**src/rtl/riscv_pkg.sv**
```systemverilog
// Shared definitions for the RISC-V core: datapath widths and the instruction-memory
// arbiter state and read-owner encodings.
package riscv_pkg;

  localparam int unsigned CPU_WIDTH  = 32;
  localparam int unsigned ADDR_WIDTH = 10;

  typedef enum logic {
    FETCH_PRI,
    LOAD_BURST
  } arb_state_e;

  typedef enum logic [1:0] {
    OWN_NONE,
    OWN_F,
    OWN_L
  } owner_e;

endpackage

```
**src/rtl/imem_rd_return.sv**
```systemverilog
// Tracks which requester owns the read issued last cycle and steers the
// one-cycle-late memory data to that requester only.
module imem_rd_return
  import riscv_pkg::*;
#(
  parameter int unsigned CPU_WIDTH = riscv_pkg::CPU_WIDTH
) (
  input  logic                 clk,
  input  logic                 rst,
  input  logic                 f_rd,
  input  logic                 l_rd,
  input  logic [CPU_WIDTH-1:0] mem_rdata,
  output logic                 f_rvalid,
  output logic [CPU_WIDTH-1:0] f_rdata,
  output logic                 l_rvalid,
  output logic [CPU_WIDTH-1:0] l_rdata
);

  owner_e rd_owner_q, rd_owner_d;

  always_comb begin
    rd_owner_d = OWN_NONE;
    if (f_rd) begin
      rd_owner_d = OWN_F;
    end else if (l_rd) begin
      rd_owner_d = OWN_L;
    end
  end

  // Reset drops any in-flight read so no stale rvalid appears after release.
  always_ff @(posedge clk or negedge rst) begin
    if (!rst) begin
      rd_owner_q <= OWN_NONE;
    end else begin
      rd_owner_q <= rd_owner_d;
    end
  end

  assign f_rvalid = (rd_owner_q == OWN_F);
  assign l_rvalid = (rd_owner_q == OWN_L);
  assign f_rdata  = f_rvalid ? mem_rdata : '0;
  assign l_rdata  = l_rvalid ? mem_rdata : '0;

endmodule

```
**src/rtl/imem_port_arbiter.sv**
```systemverilog
// Shares one single-port instruction memory between CPU fetch (read-only, default
// priority) and the loader/debug port, with anti-starvation wait and bounded bursts.
module imem_port_arbiter
  import riscv_pkg::*;
#(
  parameter int unsigned CPU_WIDTH  = riscv_pkg::CPU_WIDTH,
  parameter int unsigned ADDR_WIDTH = riscv_pkg::ADDR_WIDTH,
  parameter int unsigned MAX_WAIT   = 4,
  parameter int unsigned BURST_LEN  = 8
) (
  input  logic                  clk,
  input  logic                  rst,
  input  logic                  f_req,
  input  logic [ADDR_WIDTH-1:0] f_addr,
  output logic                  f_gnt,
  output logic                  f_rvalid,
  output logic [CPU_WIDTH-1:0]  f_rdata,
  input  logic                  l_req,
  input  logic                  l_we,
  input  logic [ADDR_WIDTH-1:0] l_addr,
  input  logic [CPU_WIDTH-1:0]  l_wdata,
  output logic                  l_gnt,
  output logic                  l_rvalid,
  output logic [CPU_WIDTH-1:0]  l_rdata,
  output logic                  mem_en,
  output logic                  mem_we,
  output logic [ADDR_WIDTH-1:0] mem_addr,
  output logic [CPU_WIDTH-1:0]  mem_wdata,
  input  logic [CPU_WIDTH-1:0]  mem_rdata,
  output logic                  l_starved
);

  localparam logic [3:0] MAX_WAIT_C  = 4'(MAX_WAIT);
  localparam logic [7:0] BURST_LEN_C = 8'(BURST_LEN);

  arb_state_e state_q, state_d;
  logic [3:0] wait_q, wait_d;
  logic [7:0] burst_q, burst_d;
  logic       f_win, l_win;

  assign l_starved = (wait_q == MAX_WAIT_C);

  always_comb begin
    state_d = state_q;
    burst_d = burst_q;
    f_win   = 1'b0;
    l_win   = 1'b0;
    unique case (state_q)
      FETCH_PRI: begin
        if (l_req && (!f_req || l_starved)) begin
          l_win   = 1'b1;
          burst_d = 8'd1;
          state_d = LOAD_BURST;
        end else begin
          f_win = f_req;
        end
      end
      LOAD_BURST: begin
        if (l_req && (burst_q < BURST_LEN_C)) begin
          l_win   = 1'b1;
          burst_d = burst_q + 8'd1;
        end else if (!l_req || f_req) begin
          state_d = FETCH_PRI;
          f_win   = f_req;
        end else begin
          // Burst cap reached but fetch is idle: keep the loader going.
          l_win = 1'b1;
        end
      end
      default: state_d = FETCH_PRI;
    endcase

    wait_d = wait_q;
    if (l_win) begin
      wait_d = 4'd0;
    end else if (l_req && !l_starved) begin
      wait_d = wait_q + 4'd1;
    end
  end

  always_ff @(posedge clk or negedge rst) begin
    if (!rst) begin
      state_q <= FETCH_PRI;
      wait_q  <= 4'd0;
      burst_q <= 8'd0;
    end else begin
      state_q <= state_d;
      wait_q  <= wait_d;
      burst_q <= burst_d;
    end
  end

  // Grants are forced low for the whole time reset is asserted.
  assign f_gnt     = f_win & rst;
  assign l_gnt     = l_win & rst;
  assign mem_en    = f_gnt | l_gnt;
  assign mem_we    = l_gnt & l_we;
  assign mem_addr  = l_gnt ? l_addr : (f_gnt ? f_addr : '0);
  assign mem_wdata = l_gnt ? l_wdata : '0;

  imem_rd_return #(
    .CPU_WIDTH(CPU_WIDTH)
  ) u_rd_return (
    .clk      (clk),
    .rst      (rst),
    .f_rd     (f_gnt),
    .l_rd     (l_gnt & ~l_we),
    .mem_rdata(mem_rdata),
    .f_rvalid (f_rvalid),
    .f_rdata  (f_rdata),
    .l_rvalid (l_rvalid),
    .l_rdata  (l_rdata)
  );

endmodule

```
**config.mk**
```make
export PLATFORM = sky130hd
export DESIGN_NAME = imem_port_arbiter
export DESIGN_NICKNAME = d
export VERILOG_FILES = /design/src/rtl/riscv_pkg.sv /design/src/rtl/imem_rd_return.sv /design/src/rtl/imem_port_arbiter.sv
export SDC_FILE = /design/constraint.sdc
export NUM_CORES = 1
export LEC_CHECK = 0
export BUFFER_PORTS_ARGS = -buffer_cell sky130_fd_sc_hd__buf_2
export CAP_MARGIN = 15
export CELL_PAD_IN_SITES_DETAIL_PLACEMENT = 0
export CELL_PAD_IN_SITES_GLOBAL_PLACEMENT = 1
export CORE_MARGIN = 4
export CORE_UTILIZATION = 21
export DETAILED_ROUTE_END_ITERATION = 7
export GPL_ROUTABILITY_DRIVEN = 1
export PLACE_DENSITY_LB_ADDON = 0.1
export RECOVER_POWER = 100
export SKIP_CTS_REPAIR_TIMING = 1
export SLEW_MARGIN = 20
export SYNTH_ARGS = -nofsm -noshare
export SYNTH_HDL_FRONTEND = slang
export SYNTH_SLANG_ARGS = --single-unit
```
**constraint.sdc**
```tcl
create_clock -name clk -period 2.6 [get_ports clk]
set_input_delay 0.13 -clock clk [delete_from_list [all_inputs] [get_ports clk]]
set_output_delay 0.13 -clock clk [all_outputs]
set_load 0.005 [all_outputs]
```
### After elaboration in Yosys (flattened, before gate mapping)

Cells that the tools add are included.

| word-level totals | value |
|---|---|
| bits in registers | 15 |
| bits of input ports | 89 |
| output and inout bits | 113 |
| logic and storage cells | 49 |

| cells by class | value |
|---|---|
| $add $sub $neg | 2 |
| magnitude comparators | 1 |
| equal/unequal tests | 5 |
| mux-type cells | 20 |
| bitwise gates (word level) | 7 |
| reduce and logical (&&, ||, !) cells | 10 |

Operator list:

| operator | count |
|---|---|
| 32-bit two-way mux | 3 |
| 10-bit two-way mux | 2 |
| 8-bit two-way mux | 2 |
| 8-bit one-hot mux with 2 select lines | 1 |
| 8-bit by 1-bit adder with 8-bit output (second input constant) | 1 |
| 8-bit by 4-bit less-than comparator with 1-bit output (second input constant) | 1 |
| 4-bit two-way mux | 2 |
| 1-bit two-way mux | 6 |
| 4-bit by 1-bit adder with 4-bit output (second input constant) | 1 |
| 1-bit bitwise AND | 4 |
| 4-bit by 3-bit equality test with 1-bit output (second input constant) | 1 |
| 2-bit two-way mux | 2 |
| 1-bit one-hot mux with 2 select lines | 2 |
| 1-bit logical AND | 3 |
| 1-bit zero test | 3 |
| 2-bit by 1-bit equality test with 1-bit output (second input constant) | 1 |
| 2-bit equality test (second input constant) | 1 |
| 1-bit logical OR | 2 |
| 2-bit by 1-bit != test with 1-bit output (second input constant) | 1 |
| 2-bit != test (second input constant) | 1 |
| 1-bit inverter | 2 |
| 2-bit AND reduction | 1 |
| 2-bit nonzero test | 1 |
| 1-bit bitwise OR | 1 |

### Longest topological paths before layout

| logic depth | value |
|---|---|
| depth after elaboration | 9 |
| depth in mapped cells | 7 |
| depth with buffers taken out | 6 |

### Hierarchy

Synthesis repeated with hierarchy kept, for this count alone.

| unflattened totals | value |
|---|---|
| cells, all modules | 193 |
| area, all modules | 1757.9 um^2 |

Modules (own cells, without submodules):

| module | instances | cells each | area each (um^2) | sequential area each (um^2) |
|---|---|---|---|---|
| imem_port_arbiter | 1 | 110 | 996.0 | 325.3 |
| imem_rd_return | 1 | 83 | 762.0 | 50.0 |

### Worst setup path before layout

No wires, ideal clock.

| timing path | value |
|---|---|
| kind | reg-to-output |
| start point | register wait_q[0] |
| end point | output mem_addr[0] |
| data arrival time | 1705 ps |
| data required time | 2470 ps |
| setup slack | 765 ps |
| stages on the path, launching flop included | 8 |
| buffers on the path | 1 |
| cells stage by stage | dfrtp_1 -> inv_1 -> ha_1 -> nand3b_4 -> a211oi_1 -> nor3_2 -> buf_6 -> a22o_1 |

| on the way | value |
|---|---|
| cells in the longest elaborated chain, start to end | 8 |
| elaborated cells between the ends (all ways) | 11 |
| classes of those cells | eq/ne: 1; mux: 6; bitwise: 2; reduce/logical: 2 |

Ends and longest elaborated chain:

| element | RTL line | RTL |
|---|---|---|
| from (decl) | imem_port_arbiter.sv:37 | `logic [3:0] wait_q, wait_d;` |
| from (signal assigned) | imem_port_arbiter.sv:88 | `wait_q <= wait_d;` |
| 4-bit by 3-bit equality test with 1-bit output | imem_port_arbiter.sv:41 | `assign l_starved = (wait_q == MAX_WAIT_C);` |
| 1-bit logical OR | imem_port_arbiter.sv:50 | `if (l_req && (!f_req \|\| l_starved)) begin` |
| 1-bit logical AND | imem_port_arbiter.sv:50 |  |
| 1-bit two-way mux | imem_port_arbiter.sv:50 |  |
| 1-bit one-hot mux with 2 select lines | imem_port_arbiter.sv:48 | `unique case (state_q)` |
| 1-bit bitwise AND | imem_port_arbiter.sv:94 | `assign f_gnt = f_win & rst;` |
| net f_gnt | imem_port_arbiter.sv:15 | `output logic f_gnt,` |
| 10-bit two-way mux (2 in a row) | imem_port_arbiter.sv:98 | `assign mem_addr = l_gnt ? l_addr : (f_gnt ? f_addr : '0);` |
| to (decl) | imem_port_arbiter.sv:27 | `output logic [ADDR_WIDTH-1:0] mem_addr,` |

The timed path passes the listed nets, and every way through them passes these cells.

### Worst setup path after layout

| timing path | value |
|---|---|
| start point | register wait_q[0] |
| end point | output mem_addr[5] |

| on the way | value |
|---|---|
| cells in the longest elaborated chain, start to end | 8 |
| elaborated cells between the ends (all ways) | 11 |
| classes of those cells | eq/ne: 1; mux: 6; bitwise: 2; reduce/logical: 2 |

Ends and longest elaborated chain:

| element | RTL line |
|---|---|
| 4-bit by 3-bit equality test with 1-bit output * | imem_port_arbiter.sv:41 |
| 1-bit logical OR * | imem_port_arbiter.sv:50 |
| 1-bit logical AND * | imem_port_arbiter.sv:50 |
| 1-bit two-way mux | imem_port_arbiter.sv:50 |
| 1-bit one-hot mux with 2 select lines | imem_port_arbiter.sv:48 |
| 1-bit bitwise AND | imem_port_arbiter.sv:94 |
| 10-bit two-way mux | imem_port_arbiter.sv:98 |
| 10-bit two-way mux * | imem_port_arbiter.sv:98 |

Mark *: on every way between the ends. The rest lies on a longest branch, timed or not.

==> impl_metrics.tcl <==
set metrics [dict create \
    async_flop_share 1.00 \
    vias_per_cell 3.96 \
    gp_congestion 0.693 \
    htreeDepth 1 \
    setup_tns_ns 0 \
    antenna_found_initial 0 \
    final_net_count 477 \
    drt_iter0_drc 31 \
    synthTopCellsByCount "94 x and2_1, 15 x dfrtp_1, 9 x a22o_1" \
    fillers 806 \
    design_area_mm2 0.00256 \
    hold_path.class "input port to register" \
    worst_path_max_delay_cell "dfrtp_1" \
    p_sw_frac 0.381 \
    core_mm2 0.00691 \
    path_clk_slew_ns 0.06 \
    syn_area_mm2 0.00152 \
    clock_path_buffers 2 \
    wl_met3_um 751 \
    topRoutingLayerUsed "met4" \
    pwr-share-clk 0.182 \
    cp_slowest_stage_delay_ns 0.39 \
    endpoint_kind "primary output" \
    cp_max_fo 46 \
    comb_power_share 0.511 \
    syn_inst 185 \
    die_h_um 93.2 \
    syn_avg_cell_area_um2 8.23 \
    cts_tree "done" \
    synth_edf_count 0 \
    synth-main-ff-cell "dfrtp_1" \
    wl_per_cell_um 13.6 \
    finalCritPeriodShare 0.915 \
    place.port_buffers 201 \
    multi_input_area_mm2 0.00105 \
    grt_pass1_vias 1790 \
    power.internal_uw 653 \
    vdd_drop_max_v 0.000297 \
    track_usage 0.134 \
    final.min_clock_period_ns 2.38 \
    post_dp_cell_area_mm2 0.00260 \
    ys_seq_elements 15 \
    crit_type "register to primary output" \
    synth_top_area_share 0.386 \
    synth.distinct_cells 30 \
    yosys.area.top_type "and2_1" \
    numClockSinks 15 \
    hold_violations 0 \
    first_pass_iters 4 \
    ios 202 \
    synth_area_leaders "and2_1 39%, dfrtp_1 25%, a22o_1 5.2%" \
    dieWidth_um 93.2 \
    p_seq_frac 0.307 \
    grt_overflow_total 0 \
    yosys.cell_count.top_type "and2_1" \
    arrival_ns 2.25 \
    root_buffer "clkbuf_8" \
    worst_slew_pin_slew_ns 1.02 \
    ys_warn_count 0 \
    ant_nets 0 \
    required_ns 2.47 \
    power.static_leakage_uw 0.00139 \
    slew_violations 0 \
    routed-via-count 1901 \
    seqCellArea_um2 375 \
    m1WireLength_mm 2.32 \
    setup_viol 0 \
    switchingPower_uw 401 \
    grt_pass1_wl_mm 9.40 \
    slew-limit-headroom 0.322 \
    critical_path.cell_chain "inv_1 -> ha_1 -> nand3b_4 -> a211o_4 -> a21boi_4 -> buf_4 -> a22o_1 -> clkbuf_1" \
    drive_gt1_frac 0.401 \
    row_count 30 \
    area_growth_pct 68.2 \
    routed_wirelength_mm 6.54 \
    maxCapViolations 0 \
    clock_skew_ns 0.00385 \
    rsz0062_at_grt "no" \
    outcome "complete, no violations" \
    max_freq_mhz 420 \
    numCtsBuffers 3 \
    power_density_mw_per_mm2 411 \
    grt_max_degree 47 \
    yosysSeqAreaShare 0.247 \
    antenna_cells 0 \
    syn_nets 277 \
    crit_buf_inv 3 \
    start_util 0.220 \
    dr_wl_met2_mm 3.40 \
    startpoint_type "register" \
    dieArea_mm2 0.00868 \
    drc 0 \
    dp_hpwl_mm 5.64 \
    clock_latency_ns 0.25 \
    critPathTopFamily "compound AO/OA/AOI/OAI gates" \
]
==> flip-flops by register name (all words and copies together), names as in the netlist <==
name and count:
state_q 1, wait_q 4, burst_q 8, u_rd_return.rd_owner_q 2
==> cells by family after synthesis <==
logic type | count (synthesis) | share of synthesized area
AND/OR/NAND/NOR | 129 | 0.533
AO/OA/AOI/OAI | 18 | 0.108
buffers and inverters | 16 | 0.0641
flip-flops | 15 | 0.247
XOR/XNOR | 4 | 0.0230
adder cells (fa/ha/maj) | 3 | 0.0247
==> final cells by class <==
cell class,count,area share
Timing Repair Buffer,207,0.373
Tap cell,96,0.0469
Multi-Input combinational cell,154,0.410
Sequential cell,15,0.147
Clock buffer,4,0.0176
Inverter,4,0.00586
==> per-stage QoR <==
stage / hold WS, ns / power (uW) / utilization / cells / setup WS (ns)
after CTS: -0.203 / 1090 / 0.384 / 479 / 0.229
after floorplan: -0.166 / 650 / - / 185 / 0.765
after global routing: 0.0836 / 1150 / 0.371 / 480 / 0.0459
final: 0.0822 / 1050 / 0.371 / 480 / 0.220
after global placement: 0.0675 / 907 / 0.377 / 475 / 0.536
after detailed placement: 0.0648 / 899 / 0.377 / 475 / 0.503
==> path summary, 6_finish.rpt <==
check	startpoint	end	slack, ns	cells after the start
worst max-delay path	wait_q[0]$_DFFE_PN0P_	mem_addr[5]	0.22	8
worst min-delay path	l_we	u_rd_return.rd_owner_q[1]$_DFF_PN0_	0.08	2
worst max register to register	wait_q[0]$_DFFE_PN0P_	u_rd_return.rd_owner_q[1]$_DFF_PN0_	0.66	7
worst min register to register	burst_q[7]$_DFFE_PN0P_	burst_q[7]$_DFFE_PN0P_	0.49	1
max in group asynchronous	rst	wait_q[1]$_DFFE_PN0P_	2.01	2
min in group asynchronous	rst	burst_q[6]$_DFFE_PN0P_	0.32	2
==> cells in the final DEF (no fill, tap or decap), types with 2 or more instances in the layout <==
cell type / Yosys / routed
ha_1: 3 / 3
buf_4: 0 / 2
clkbuf_1: 7 / 73
a22o_1: 9 / 9
and2_1: 94 / 73
and2_2: 8 / 8
inv_1: 4 / 4
xor2_1: 3 / 3
buf_2: 0 / 132
nor2b_1: 2 / 2
dfrtp_1: 15 / 15
nor3_1: 2 / 2
nand2_1: 7 / 7
nor2_1: 5 / 5
nand3_1: 4 / 4
a21oi_1: 2 / 2
and2_0: 0 / 21
clkbuf_8: 0 / 3
==> power by group through the flow <==
stage	clock, uW	combinational [uW]	sequential (uW)
after floorplan	0	334	316
after CTS	196	573	324
final	192	539	323
after global routing	205	614	331
after global placement	0	580	328
after detailed placement	0	571	328
==> layer usage <==
layer,track usage,vias to the layer above
met5,0,-
met3,0.0467,6
li1,-,991
met4,0.0232,0
met2,0.261,116
met1,0.137,788
(Power assumes the default switching activity.)
